$ cat src/rtl/counter_pkg.sv
// ============================================================================
// counter_pkg : shared constants and helpers for the up/down counter family
// Rev 1.0
// ============================================================================
`default_nettype none

package counter_pkg;

    localparam logic CNT_UP    = 1'b1;
    localparam logic CNT_DN    = 1'b0;
    localparam int   MODE_WRAP = 0;
    localparam int   MODE_SAT  = 1;

    function automatic int clog2(input longint unsigned value);
        int bits;
        bits = 0;
        while ((64'd1 << bits) < value) begin
            bits = bits + 1;
        end
        return (bits < 1) ? 1 : bits;
    endfunction

endpackage

`default_nettype wire

$ cat src/rtl/mod_step.sv
// ============================================================================
// mod_step : combinational modulo-N increment/decrement with terminal detect
// Rev 1.0
// ============================================================================
`default_nettype none

module mod_step
    import counter_pkg::*;
#(
    parameter int              WIDTH   = 4,
    parameter longint unsigned MODULUS = 16
) (
    input  logic [WIDTH-1:0] q_i,
    input  logic             up_dn_i,
    output logic [WIDTH-1:0] next_o,
    output logic             at_term_o,
    output logic             wrap_flag_o
);

    localparam logic [WIDTH:0]   c_MOD = (WIDTH+1)'(MODULUS);
    localparam logic [WIDTH-1:0] c_TOP = WIDTH'(MODULUS - 1);

    logic [WIDTH:0] w_ext;
    logic [WIDTH:0] w_inc;
    logic [WIDTH:0] w_dec;

    assign w_ext = {1'b0, q_i};
    assign w_inc = w_ext + 1'b1;
    assign w_dec = w_ext - 1'b1;

    // Up: terminal when q+1 reaches MODULUS (the carry itself for power-of-two).
    // Down: terminal when q-1 borrows out of the extended width.
    assign at_term_o   = (up_dn_i == CNT_UP) ? (w_inc == c_MOD) : w_dec[WIDTH];
    assign wrap_flag_o = at_term_o;

    always_comb begin
        next_o = (up_dn_i == CNT_UP) ? w_inc[WIDTH-1:0] : w_dec[WIDTH-1:0];
        if (at_term_o) begin
            next_o = (up_dn_i == CNT_UP) ? '0 : c_TOP;
        end
    end

endmodule

`default_nettype wire

$ cat src/rtl/mod_updown_counter.sv
// ============================================================================
// mod_updown_counter : parametrised synchronous up/down counter, cascadable
// Rev 1.0
// ============================================================================
`default_nettype none

module mod_updown_counter
    import counter_pkg::*;
#(
    parameter int              WIDTH    = 4,
    parameter longint unsigned MODULUS  = 16,
    parameter int              SATURATE = MODE_WRAP
) (
    input  logic             clk,
    input  logic             reset,
    input  logic             en,
    input  logic             up_dn,
    input  logic             load,
    input  logic [WIDTH-1:0] load_val,
    output logic [WIDTH-1:0] q,
    output logic             tc,
    output logic             wrapped,
    output logic             sat
);

    localparam logic [WIDTH-1:0] c_TOP = WIDTH'(MODULUS - 1);
    localparam logic             c_SAT = (SATURATE == MODE_SAT);

    if ((WIDTH < 1) || (WIDTH > 32) || (MODULUS < 2) || (MODULUS > (64'd1 << WIDTH)))
    begin : g_param_check
        $error("mod_updown_counter: illegal WIDTH/MODULUS combination");
    end

    logic [WIDTH-1:0] cnt_q, cnt_d;
    logic             wrapped_q, wrapped_d;
    logic             sat_q, sat_d;
    logic [WIDTH-1:0] w_next;
    logic             w_at_term;
    logic             w_wrap;

    mod_step #(
        .WIDTH   (WIDTH),
        .MODULUS (MODULUS)
    ) u_step (
        .q_i         (cnt_q),
        .up_dn_i     (up_dn),
        .next_o      (w_next),
        .at_term_o   (w_at_term),
        .wrap_flag_o (w_wrap)
    );

    always_comb begin
        cnt_d     = cnt_q;
        wrapped_d = 1'b0;
        sat_d     = sat_q;
        if (load) begin
            cnt_d = (load_val > c_TOP) ? c_TOP : load_val;
            sat_d = 1'b0;
        end else if (en) begin
            if (w_at_term && c_SAT) begin
                sat_d = 1'b1;
            end else begin
                cnt_d     = w_next;
                wrapped_d = w_wrap;
                sat_d     = 1'b0;
            end
        end
    end

    always_ff @(posedge clk) begin
        if (reset) begin
            cnt_q     <= '0;
            wrapped_q <= 1'b0;
            sat_q     <= 1'b0;
        end else begin
            cnt_q     <= cnt_d;
            wrapped_q <= wrapped_d;
            sat_q     <= sat_d;
        end
    end

    assign q       = cnt_q;
    assign tc      = en & w_at_term;
    assign wrapped = wrapped_q;
    assign sat     = sat_q;

endmodule

`default_nettype wire

$ cat config.mk
export PLATFORM = sky130hd
export DESIGN_NAME = mod_updown_counter
export DESIGN_NICKNAME = d
export VERILOG_FILES = /design/src/rtl/counter_pkg.sv /design/src/rtl/mod_step.sv /design/src/rtl/mod_updown_counter.sv
export SDC_FILE = /design/constraint.sdc
export NUM_CORES = 1
export LEC_CHECK = 0
export CAP_MARGIN = 25
export CORE_AREA = 2 2 39 41
export DETAILED_ROUTE_END_ITERATION = 10
export DIE_AREA = 0 0 41 43
export DONT_BUFFER_PORTS = 1
export PLACE_DENSITY = 0.43
export SLEW_MARGIN = 20
export SYNTH_ARGS = -nofsm -noshare
export SYNTH_HDL_FRONTEND = slang
export SYNTH_HIERARCHICAL = 1
export SYNTH_SLANG_ARGS = --single-unit
export TNS_END_PERCENT = 20
$ cat constraint.sdc
create_clock -name clk -period 2.3 [get_ports clk]
set_clock_uncertainty 0.2 [all_clocks]
set_input_delay 0.115 -clock clk [delete_from_list [all_inputs] [get_ports clk]]
set_output_delay 0.115 -clock clk [all_outputs]
set_load 0.01 [all_outputs]
### After elaboration in Yosys (flattened, before gate mapping)

Cells that the tools add are included.

* bitwise gates (word level): 2
* magnitude comparators: 1
* equal/unequal tests: 1
* add/subtract/negate cells: 2
* reduce and logical (&&, ||, !) cells: 2
* multiplexer cells: 7

Operators by type and width (number)
* 4-bit 2-to-1 mux: 6
* 4-bit by 1-bit adder with 5-bit output, second input constant: 1
* 5-bit == test, second input constant: 1
* 4-bit by 1-bit subtractor with 5-bit output, second input constant: 1
* 4-bit > comparator, second input constant: 1
* 3-bit OR reduction: 1
* 2-bit nonzero test: 1
* 1-bit AND: 1
* 1-bit 2-to-1 mux: 1
* 1-bit NOT: 1

* register bits after elaboration: 5
* output and inout bits: 7

### Logic depth before layout (Yosys ltp)

Gate-level depths: netlist of the first run.

* depth in word-level cells: 6
* gate-level depth with buffers: 7
* mapped depth without buffers: 7

### Hierarchy

Netlist of the first run, hierarchy kept.

By module, submodules not included
* mod_updown_counter: times used 1, cells each 23, area each 237.7 µm², sequential area each 100.1 µm²
* mod_step: times used 1, cells each 25, area each 168.9 µm², sequential area each 0.0 µm²

### Worst setup path after synthesis of the first run

OpenSTA, ideal clock, no wires.

* path kind: reg2reg
* start point: reg cnt_q[0], in the netlist q[0]
* end point: reg cnt_q[1], in the netlist q[1]
* path buffers: 0
* data required time: 2.014 ns
* data arrival time: 1.483 ns
* path slack: 0.531 ns
* cell stages (with the launch flop): 8
* cell sequence: dfxtp_1 -> inv_1 -> ha_1 -> and2b_2 -> o21ai_0 -> and3_1 -> mux2i_1 -> a211oi_1

* word-level cells in the longest chain between the ends: 6

Ends and longest elaborated chain
* start: declaration: RTL line mod_updown_counter.sv:34 `logic [WIDTH-1:0] cnt_q, cnt_d;`
* start signal: assignment: RTL line mod_updown_counter.sv:76 `cnt_q <= cnt_d;`
* 4-bit by 1-bit adder with 5-bit output: RTL line mod_step.sv:28 `assign w_inc = w_ext + 1'b1;`
* 5-bit == test: RTL line mod_step.sv:33 `assign at_term_o = (up_dn_i == CNT_UP) ? (w_inc == c_MOD) : w_dec[WIDTH];`
* 1-bit 2-to-1 mux: RTL line mod_step.sv:33
* 4-bit 2-to-1 mux *: RTL line mod_step.sv:38 `if (at_term_o) begin`
* net w_next[1]: RTL line mod_updown_counter.sv:37 `logic [WIDTH-1:0] w_next;`
* 4-bit 2-to-1 mux *: RTL line mod_updown_counter.sv:59 `end else if (en) begin`
* 4-bit 2-to-1 mux *: RTL line mod_updown_counter.sv:56 `if (load) begin`

The timed path passes the listed nets; every way through them passes the cells marked *. The select of a mux whose other input is x is not followed.
A chain may end at the register's enable or synchronous reset.

### Final worst setup path of the first run

* start point: reg cnt_q[1], in the netlist q[1]
* end point: reg wrapped_q, in the netlist wrapped

* word-level cells in the longest chain between the ends: 3

Ends and longest elaborated chain
* 4-bit by 1-bit adder with 5-bit output: RTL line mod_step.sv:28
* 5-bit == test: RTL line mod_step.sv:33
* 1-bit 2-to-1 mux *: RTL line mod_step.sv:33
* net w_at_term: RTL line mod_updown_counter.sv:38 `logic w_at_term;`
* end signal: assignment: RTL line mod_updown_counter.sv:77 `wrapped_q <= wrapped_d;`
* end: declaration: RTL line mod_updown_counter.sv:35 `logic wrapped_q, wrapped_d;`

The timed path passes the listed nets; every way through them passes the cells marked *.

==> results of run 1 <==
## cells in the final DEF (no fill, tap or decap)
cell	instances
nor4_1	1
nor2_1	3
nor2b_1	4
or2b_1	1
or3_1	1
mux2i_1	5
dlygate4sd3_1	13
nand2_1	2
clkbuf_1	1
and2_1	1
nor4bb_1	1
and4_1	1
a211oi_1	2
buf_4	2
and3_1	1
dfxtp_1	4
nand2b_1	1
o21ai_0	2
ha_1	2
and2b_2	1
dfxtp_2	1
a21oi_1	1
conb_1	1
clkbuf_4	3
ha_2	1
a211oi_2	2
o21a_1	1
inv_1	3
nand4_1	1
xnor2_1	1
## per-layer routing
metal	global-route usage	part of all wire	up-vias
li1	-	-	198
met2	0.213	0.48	9
met1	0.167	0.45	185
met4	0.0400	0	0
met3	0.0995	0.075	0
met5	0	0	-
## sequential cells by signal, indices dropped and copies added, names as in the netlist
| register | flops |
|---|---|
| q | 4 |
| wrapped | 1 |
## Yosys cell counts
cell and instances:
nor4_1 1, nand2_1 2, buf_6 1, nand4_1 1, a21oi_1 1, nor2_1 3, o21a_1 1, conb_1 1
and4_1 1, o21ai_0 2, dfxtp_1 5, nor2b_1 4, nor4bb_1 1, and2_1 1, a211oi_1 4, buf_4 2
nand2b_1 1, or2b_1 1, ha_1 3, inv_1 3, or3_1 1, and3_1 1, xnor2_1 1, and2b_2 1
mux2i_1 5
## logic make-up (layout without fill, tap and decap cells)
logic type,Yosys count,count (layout),synth area share
AO/OA/AOI/OAI,8,8,0.129
XOR/XNOR,1,1,0.0215
adder cells (fa/ha/maj),3,3,0.0923
buffers and inverters,6,22,0.0923
flip-flops,5,5,0.246
multiplexers,5,5,0.123
other,1,1,0.00922
AND/OR/NAND/NOR,19,19,0.286
## where the power goes
group          total (mW)  switching, mW  internal, mW
clock               0.104         0.0385        0.0658
sequential          0.104         0.0102        0.0938
combinational      0.0805         0.0333        0.0472
total               0.289         0.0820         0.207
## final cells by class
type / instances / share of cell area
inverters: 3 / 0.0192
multi-input cells: 37 / 0.481
clock buffers: 4 / 0.0449
flip-flops and latches: 5 / 0.173
well taps: 16 / 0.0342
repair buffers: 15 / 0.248
## final timing paths
check | cells past startpoint | endpoint | slack [ns] | start
worst min-delay path | 2 | q[2] | -0.04 | en
worst max register to register | 7 | wrapped | 0.13 | q[1]
worst max-delay path | 7 | wrapped | 0.13 | q[1]
worst min register to register | 2 | q[2] | 0.52 | q[2]
## repair_timing
action,4_1_cts,5_1_grt
resized for setup,0,4
setup endpoints to repair,0,3
endpoints found under the hold margin,5,0
setup buffers,0,0
hold buffers,14,0
## metrics by stage
| stage | hold slack, ns | instances |
|---|---|---|
| after floorplan | -0.0122 | 48 |
| after global placement | -0.0118 | 63 |
| after detailed placement | -0.00865 | 63 |
| after CTS | 0.182 | 81 |
| after global routing | 0.0115 | 80 |
| final | -0.0382 | 80 |
==> reports/metrics.csv, run 1 <==
stage;metric;value;unit
drt;routed_wl;984;um
finish;fin_area;586;sq um
drt;dr.first_iter.drc_count;4;
sta;setup_ws;0.130;ns
sta;fmax;0.461;GHz
sta;fin_crit_sh;0.944;
worst_setup_path;crit_path_max_incr_delay;0.57;ns
sta;setup_viol;0;
finish;regArea;101;sq um
status;failed_checks;hold timing;
finish;fin_nets;77;
worst_setup_path;crit_required;2.29;ns
status;outcome;finished, violations left;
worst_setup_path;crit_fanout;3;
place;placed_cell_area;415;sq um
worst_setup_path;crit_family;simple AND/OR/NAND/NOR gates;
cts;cts_buffers;3;
finish;drive_gt1_frac;0.156;
worst_setup_path;worstSetupPathType;reg2reg;
global_routing;antenna_found_initial;0;
finish;final_core_util;0.423;
synth;syn_area;407;sq um
die;fp.coreArea;1380;sq um
sta;setup_tns;0;ns
die;num_rows;14;
power_and_ir_drop;peakVddDrop;0.261;mV
die;dieArea;1760;sq um
synth;synthesis.instances;48;
global_routing;grt_pass1_wl;1650;um
cts;clk_path_buf_depth;2;
global_routing;grt_max_degree;9;
worst_setup_path;cp.arrival;2.16;ns
sta;hold_viol;1;
drt;wire_per_inst;12.3;um
synth;synth_area_per_cell;8.47;sq um
place;gp_congestion;0.739;
drt;firstDrtPassIters;4;
cts;cts_tree;done;
synth;synth-seq-cells;5;
sta;rsz0062_at_grt;false;
synth;yosys.area.top_type_share;0.246;
die;ios;16;
finish;insertedDiodeCount;0;
finish;n_fill_cell;140;
worst_setup_path;cp-end-kind;flop;
cts;clkSinkCount;5;
worst_setup_path;worstSetupStartpointType;flop;
cts;root_buffer;clkbuf_4;
global_routing;grt.total_usage;0.146;
drt;via_per_inst;4.90;
die;die_x;41;um
sta;post-route-min-period;2.17;ns
synth;synthDistinctLibCells;25;
synth;synth_area_leaders;dfxtp_1 25%, mux2i_1 12%, ha_1 9.2%, a211oi_1 7.4%, nor2b_1 6.2%;
worst_setup_path;path_cells;inv_1 -> ha_2 -> nand2b_1 -> or3_1 -> nand2_1 -> nor4bb_1 -> dlygate4sd3_1;
global_routing;grt_pass1_vias;377;
die;die_y;43;um
drt;ant_nets;0;
synth;yosys_warnings;6;
power_and_ir_drop;powerDensity;493;nW/um^2
synth;syn_nets;60;
flow_run;maxCapViolCount;0;
synth;yosysSeqAreaShare;0.246;
drt;vias;392;
cts;clkLatencyLatePin;0.24;ns
cts;cts-htree-levels;1;
global_routing;overflow;0;
die;initial_core_util;0.294;
sta;holdWs;-0.0382;ns
finish;multi_input_area;282;sq um
place;portBuffers;0;
power_and_ir_drop;total_power;0.289;mW
sta;final_max_slew_viol_count;0;
synth;synth_top_cell_by_area;dfxtp_1;
finish;area_delta_synth_final;44.0;%
power_and_ir_drop;p_leak;0.262;nW
drt;drc_errors;0;
place;preCtsSetupSlack;0.553;ns
cts;clkSlewWorstSetupHoldPaths;0.05;ns
min_path;min_path_type;in2reg;
worst_setup_path;crit_buf_inv;2;
worst_setup_path;slowest_stage;dlygate4sd3_1;
No activity file was read; power rests on OpenSTA's default activity.
==> inputs of run 2 (changes only) <==
ABC_AREA = 1   (was not set)
PLACE_DENSITY = 0.44   (was 0.43)
==> run 2 against run 1 <==
Compared with the run above:
- the run now ends clean
- clock power fell by 5%
- flip-flop and latch count did not move
- total power fell by 4.7%
- critical endpoint is now q[0]
- sequential share of layout area rose by 1.7 points
- final cell count rose by 23%
- largest cell class unchanged
- hold slack improved by 0.060 ns
- combinational power fell by 17%
- area after synthesis rose by 2.5%
- routed wire length rose by 3.7%
- critical path depth rose by 4
- via count rose by 13%
- sequential power rose by 5%
==> reports/metrics.csv, run 2 <==
stage;metric;value;unit;change
status;outcome;complete, no violations;;
die;die_x;41;um;unchanged
synth;synthDistinctLibCells;13;;-48%
die;dieArea;1760;sq um;unchanged
cts;clkSlewWorstSetupHoldPaths;0.04;ns;about the same
synth;syn_nets;82;;+37%
finish;largest_reg_flops;4;;unchanged
worst_setup_path;cp-end-kind;flop;;
finish;final_common_cell;nand2_1;;
drt;via_per_inst;4.52;;-7.7%
sta;hold_viol;0;;-1
synth;synth_area_leaders;dfxtp_1 24%, nand2_1 23%, nand3_1 16%, inv_1 9.9%, ha_1 9.0%;;
sta;setup_viol;0;;unchanged
sta;rsz0062_at_grt;false;;
cts;clkLatencyLatePin;0.24;ns;about the same
finish;fin_area;553;sq um;-5.6%
synth;yosys.area.top_type_share;0.240;;-0.00591
synth;synth_ff_type;dfxtp_1;;
worst_setup_path;crit_required;2.23;ns;-0.06 ns
synth;synth_edf_count;0;;unchanged
synth;synthesis.instances;70;;+46%
die;die_y;43;um;unchanged
die;ios;16;;unchanged
place;dp_hpwl;732;um;
global_routing;grt.total_usage;0.149;;+0.00301
die;fp.coreArea;1380;sq um;unchanged
cts;cts-htree-levels;1;;unchanged
finish;insertedDiodeCount;0;;unchanged
synth;yosysSeqAreaShare;0.240;;-0.00591
finish;drive_gt1_frac;0.0732;;-0.0831
sta;fin_crit_sh;0.904;;-0.0393
cts;cts_tree;done;;
worst_setup_path;cp.arrival;2.01;ns;-0.15 ns
cts;clkSinkCount;5;;unchanged
place;placed_cell_area;422;sq um;+1.5%
worst_setup_path;worstSetupStartpointType;flop;;
place;portBuffers;0;;unchanged
synth;syn_area;417;sq um;+2.5%
place;gp_congestion;0.698;;-5.6%
drt;ant_nets;0;;unchanged
worst_setup_path;crit_fanout;8;;+5
global_routing;antenna_found_initial;0;;unchanged
global_routing;grt_max_degree;9;;unchanged
drt;dr.first_iter.drc_count;7;;+3
power_and_ir_drop;powerDensity;498;nW/um^2;+0.89%
synth;synth_area_per_cell;5.95;sq um;-30%
global_routing;grtUsageMet2;0.200;;-0.0125
global_routing;top_usage_layer;met1;;
synth;synth_common_cells;25 x nand2_1, 13 x nand3_1, 11 x inv_1;;
finish;area_delta_synth_final;32.7;%;
synth;yosysMostFrequentCell;nand2_1;;
cts;root_buffer;clkbuf_4;;
sta;setup_tns;0;ns;unchanged
synth;synth_top_cell_by_area;dfxtp_1;;
die;initial_core_util;0.301;;+0.00723
finish;layout_common_cells;25 x nand2_1, 13 x nand3_1, 11 x inv_1;;
finish;n_fill_cell;156;;+11%
power_and_ir_drop;p_leak;0.301;nW;+15%
drt;drc_errors;0;;unchanged
global_routing;grtUsageMet1;0.212;;+0.0450
global_routing;grt_pass1_wl;1770;um;+7.1%
drt;vias;443;;+13%
die;num_rows;14;;unchanged
drt;wire_per_inst;10.4;um;-15%
flow_run;maxCapViolCount;0;;unchanged
cts;clk_path_buf_depth;2;;unchanged
cts;cts_buffers;3;;unchanged
worst_setup_path;worstSetupPathType;reg2reg;;
synth;synthArstFlopShare;0;;unchanged
sta;final_max_slew_viol_count;0;;unchanged
drt;firstDrtPassIters;4;;unchanged
finish;fin_nets;95;;+23%
synth;yosys_warnings;6;;unchanged
min_path;min_path_type;in2reg;;
global_routing;overflow;0;;unchanged
sta;fmax;0.481;GHz;+4.3%
synth;synth-seq-cells;5;;unchanged
global_routing;grt_pass1_vias;422;;+12%
global_routing;grtUsageMet3;0.0314;;-0.0681
drt;routed_wl;1020;um;+3.7%
sta;post-route-min-period;2.08;ns;-0.0903 ns
power_and_ir_drop;total_power;0.275;mW;-4.7%
power_and_ir_drop;peakVddDrop;0.325;mV;+24%
## run 2: cell types whose count changed in the layout (fill, tap and decap cells not counted), moves of 2 or more
cell / delta
a211oi_1: -2
a211oi_2: -2
buf_4: -2
dlygate4sd3_1: -3
inv_1: +8
mux2i_1: -5
nand2_1: +23
nand3_1: +13
nor2_1: +2
nor2b_1: -4
o21ai_0: -2
## run 2: report_power, final
part | switching, mW | internal [mW] | total (mW)
clock network | 0.0336 | 0.0654 | 0.0990
logic | 0.0340 | 0.0329 | 0.0670
registers | 0.0159 | 0.0932 | 0.109
total | 0.0835 | 0.192 | 0.275
## run 2: routing by layer
metal  part of all wire  wire length [um]  vias to the layer above
met2               0.49               495                       11
met5                  0                 0                        -
met4                  0                 0                        0
met3              0.048                49                        0
met1               0.47               475                      193
li1                   -                 -                      239
## run 2: final timing paths
path / start / end / slack [ns] / cells past startpoint
worst max-delay path: q[1] / q[0] / 0.22 / 11
worst min-delay path: load / q[3] / 0.02 / 5
worst max register to register: q[1] / q[0] / 0.22 / 11
worst min register to register: q[1] / q[1] / 0.44 / 4
## run 2: cell families (layout without fill, tap and decap cells)
group | after synthesis | in the layout | synth area share
flip-flops | 5 | 5 | 0.240
XOR/XNOR | 2 | 2 | 0.0420
AND/OR/NAND/NOR | 46 | 46 | 0.483
buffers and inverters | 13 | 25 | 0.135
other | 1 | 1 | 0.00900
adder cells (fa/ha/maj) | 3 | 3 | 0.0901
## run 2: area by class of cell
type	instances	area [sq um]	share of cell area
sequential	5	105	0.190
tap	16	20.0	0.0362
multi-input combinational	52	260	0.471
inverter	11	41.3	0.0747
clock buffer	4	26.3	0.0475
timing repair buffer	10	100	0.181
## run 2: worst max-delay path: stages, from the launching register on
cell,delay (ns)
dfxtp_2,0.43
inv_1,0.07
ha_1,0.17
nand2_1,0.08
nor2_1,0.04
nand2_1,0.12
nand2_1,0.06
nand3_1,0.08
nand3_1,0.08
dlygate4sd3_1,0.56
nand2_1,0.06
inv_1,0.03
## run 2: what timing repair did
| action | 4_1_cts | 5_1_grt |
|---|---|---|
| hold buffers | 10 | 0 |
| endpoints found under the hold margin | 5 | 0 |
| endpoints found under the setup margin | 0 | 2 |
| setup buffers | 0 | 0 |
| resized for setup | 0 | 3 |
## run 2: per-stage QoR
stage	std cells	setup slack, ns	hold slack (ns)	util
after floorplan	70	0.671	-0.0127	-
final	98	0.220	0.0213	0.400
after global routing	98	0.0311	0.0709	0.400
after CTS	98	0.0239	0.00735	0.396
after global placement	84	0.531	-0.0106	0.305
after detailed placement	84	0.540	-0.00936	0.305
==> inputs of run 3 (changes only) <==
PLACE_DENSITY = 0.45   (was 0.44)
SYNTH_HIERARCHICAL = not set   (was 1)
==> run 3 against run 2 <==
Compared with the run above:
- largest power group is now the clock network
- final area up 5.2%
- flip-flop and latch count did not move
- area after synthesis grew 4.2%
==> reports/metrics.csv, run 3 <==
stage;metric;value;unit;change
status;outcome;complete, no violations;;
cts;root_buffer;clkbuf_4;;
finish;layout_common_cells;13 x nand2_1, 10 x dlygate4sd3_1, 9 x inv_1;;
place;preCtsSetupSlack;0.681;ns;+0.141 ns
finish;drive_gt1_frac;0.234;;+0.161
place;gp_congestion;0.716;;+2.6%
synth;yosys_warnings;0;;-6
worst_setup_path;reg2reg_depth;10;;-1
worst_setup_path;crit_required;2.25;ns;+0.02 ns
min_path;min_path_cells;2;;-3
drt;firstDrtPassIters;4;;unchanged
die;ios;16;;unchanged
sta;setup_ws;0.192;ns;-0.0282 ns
finish;area_delta_synth_final;34.0;%;
drt;dr.first_iter.drc_count;6;;-1
place;dp_hpwl;828;um;+13%
power_and_ir_drop;switching_share;0.338;;+0.0343
worst_setup_path;crit_fanout;8;;unchanged
sta;fmax;0.474;GHz;-1.3%
power_and_ir_drop;p_leak;0.278;nW;-7.6%
global_routing;antenna_found_initial;0;;unchanged
power_and_ir_drop;p_comb_frac;0.291;;+0.048
synth;synth_ff_type;dfxtp_1;;
cts;cts_tree;done;;
min_path;worstHoldStart;en;;
power_and_ir_drop;peakVddDrop;0.228;mV;-30%
synth;synthesis.instances;63;;-10%
global_routing;grt_pass1_wl;1670;um;-5.5%
synth;synth_area_per_cell;6.89;sq um;+16%
worst_setup_path;cp.arrival;2.06;ns;+0.05 ns
drt;ant_nets;0;;unchanged
synth;synth-seq-cells;5;;unchanged
cts;clkLatencyLatePin;0.25;ns;about the same
finish;insertedDiodeCount;0;;unchanged
global_routing;overflow;0;;unchanged
power_and_ir_drop;p_int;0.202;mW;+5.2%
drt;drc_errors;0;;unchanged
synth;synthArstFlopShare;0;;unchanged
sta;final_max_slew_viol_count;0;;unchanged
worst_setup_path;worstSetupStartpointType;flop;;
synth;yosysMostFrequentCell;nand2_1;;
synth;synthDistinctLibCells;21;;+8
flow_run;maxCapViolCount;0;;unchanged
sta;setup_tns;0;ns;unchanged
power_and_ir_drop;seqPwrFrac;0.352;;-0.045
sta;setup_viol;0;;unchanged
power_and_ir_drop;total_power;0.304;mW;+11%
worst_setup_path;crit_start;q[0];;
synth;synth_edf_count;0;;unchanged
synth;syn_nets;75;;-8.5%
sta;post-route-min-period;2.11;ns;+0.0282 ns
cts;cts_buffers;3;;unchanged
die;num_rows;14;;unchanged
worst_setup_path;crit_cells;10;;-1
sta;hold_viol;0;;unchanged
finish;fin_area;582;sq um;+5.2%
global_routing;grt_max_degree;9;;unchanged
sta;fin_crit_sh;0.917;;+0.0123
die;die_y;43;um;unchanged
worst_setup_path;slowest_stage;dlygate4sd3_1;;
die;die_x;41;um;unchanged
global_routing;grt.total_usage;0.145;;-0.00402
place;placed_cell_area;454;sq um;+7.7%
power_and_ir_drop;powerDensity;523;nW/um^2;+5.1%
worst_setup_path;cp-end-kind;flop;;
cts;postCtsSetupBuffers;0;;unchanged
worst_setup_path;crit_family;buffers and inverters;;
cts;clkSlewWorstSetupHoldPaths;0.05;ns;about the same
finish;final_common_cell;nand2_1;;
die;initial_core_util;0.314;;+0.0127
synth;yosys.area.top_type_share;0.231;;-0.00969
worst_setup_path;worstSetupPathType;reg2reg;;
drt;via_per_inst;4.86;;+7.5%
min_path;min_path_type;in2out;;
synth;synth_area_leaders;dfxtp_1 23%, nand2_1 11%, ha_1 8.6%, inv_1 7.8%, a21oi_1 5.8%;;
global_routing;grt_pass1_vias;437;;+3.6%
cts;clkSinkCount;5;;unchanged
worst_setup_path;reg2reg_from;q[0];;
synth;yosysSeqAreaShare;0.231;;-0.00969
worst_setup_path;path_cells;buf_4 -> inv_1 -> ha_1 -> nand2_2 -> nor2_4 -> nor3_4 -> nand2_1 -> o211ai_2 -> dlygate4sd3_1 -> inv_2;;
cts;clk_path_buf_depth;2;;unchanged
die;fp.coreArea;1380;sq um;unchanged
cts;cts-htree-levels;1;;unchanged
synth;synth_top_cell_by_area;dfxtp_1;;
synth;synth_common_cells;13 x nand2_1, 9 x inv_1, 6 x nor2_1;;
finish;fin_nets;90;;-5.3%
finish;largest_reg_flops;4;;unchanged
synth;syn_area;434;sq um;+4.2%
drt;vias;452;;+2.0%
die;dieArea;1760;sq um;unchanged
sta;rsz0062_at_grt;false;;
power_and_ir_drop;power_frac_clock;0.357;;-0.003
worst_setup_path;crit_buf_inv;4;;+1
power_and_ir_drop;switchingPower;0.103;mW;+23%
drt;routed_wl;1050;um;+2.8%
drt;wire_per_inst;11.3;um;+8.4%
place;portBuffers;0;;unchanged
worst_setup_path;crit_path_max_incr_delay;0.58;ns;+0.02 ns
[run 3: worst register-to-register path, stage by stage (launching register included)]
cell and delay [ns]:
dfxtp_1 0.30, buf_4 0.16, inv_1 0.07, ha_1 0.20, nand2_2 0.11, nor2_4 0.06, nor3_4 0.14, nand2_1 0.08
o211ai_2 0.06, dlygate4sd3_1 0.58, inv_2 0.03
[run 3: cells by family after synthesis]
kind of cell               count (synthesis)  synth area share
and+or+nand+nor                           31             0.375
buffers and inverters                     12             0.112
AOI/OAI and AO/OA                          9             0.147
DFF                                        5             0.231
adders and majority gates                  3            0.0865
xor gates and xnor gates                   2            0.0404
other                                      1           0.00864
[run 3: cell type report]
cell class / count / area [sq um]
Multi-Input combinational cell: 46 / 285
Sequential cell: 5 / 101
Timing Repair Buffer: 11 / 108
Clock buffer: 4 / 26.3
Inverter: 11 / 41.3
Tap cell: 16 / 20.0
Fill cell: 163 / 802
[run 3: path summary, 6_finish.rpt]
path                            endpoint  slack [ns]
worst max-delay path                q[0]        0.19
worst min-delay path                  tc        0.16
worst max register to register      q[0]        0.19
worst min register to register      q[1]        0.89
[run 3: stage by stage]
stage                     utilization  instances  hold WS [ns]
final                           0.420         93         0.159
after global routing            0.420         93         0.171
after CTS                       0.420         93         0.157
after detailed placement        0.328         79       -0.0131
after global placement          0.328         79       -0.0139
after floorplan                     -         63       -0.0163
[run 3: what timing repair did]
item	4_1_cts	5_1_grt
gates resized for setup	0	1
hold endpoints to repair	5	0
hold buffers	10	0
endpoints found under the setup margin	0	2
[run 3: power by group through the flow]
stage          sequential, mW  combinational (mW)  clock [mW]
6_report                0.107              0.0887       0.109
5_1_grt                 0.109              0.0984       0.117
4_1_cts                 0.107              0.0890       0.111
3_5_place_dp            0.109              0.0705           0
3_3_place_gp            0.108              0.0708           0
2_1_floorplan           0.108              0.0569           0
[run 3: layer usage]
metal,track usage,share of wire,vias up
met3,0.0209,0.078,4
li1,-,-,227
met5,0,0,-
met1,0.196,0.45,200
met4,0.120,0.027,0
met2,0.191,0.44,21
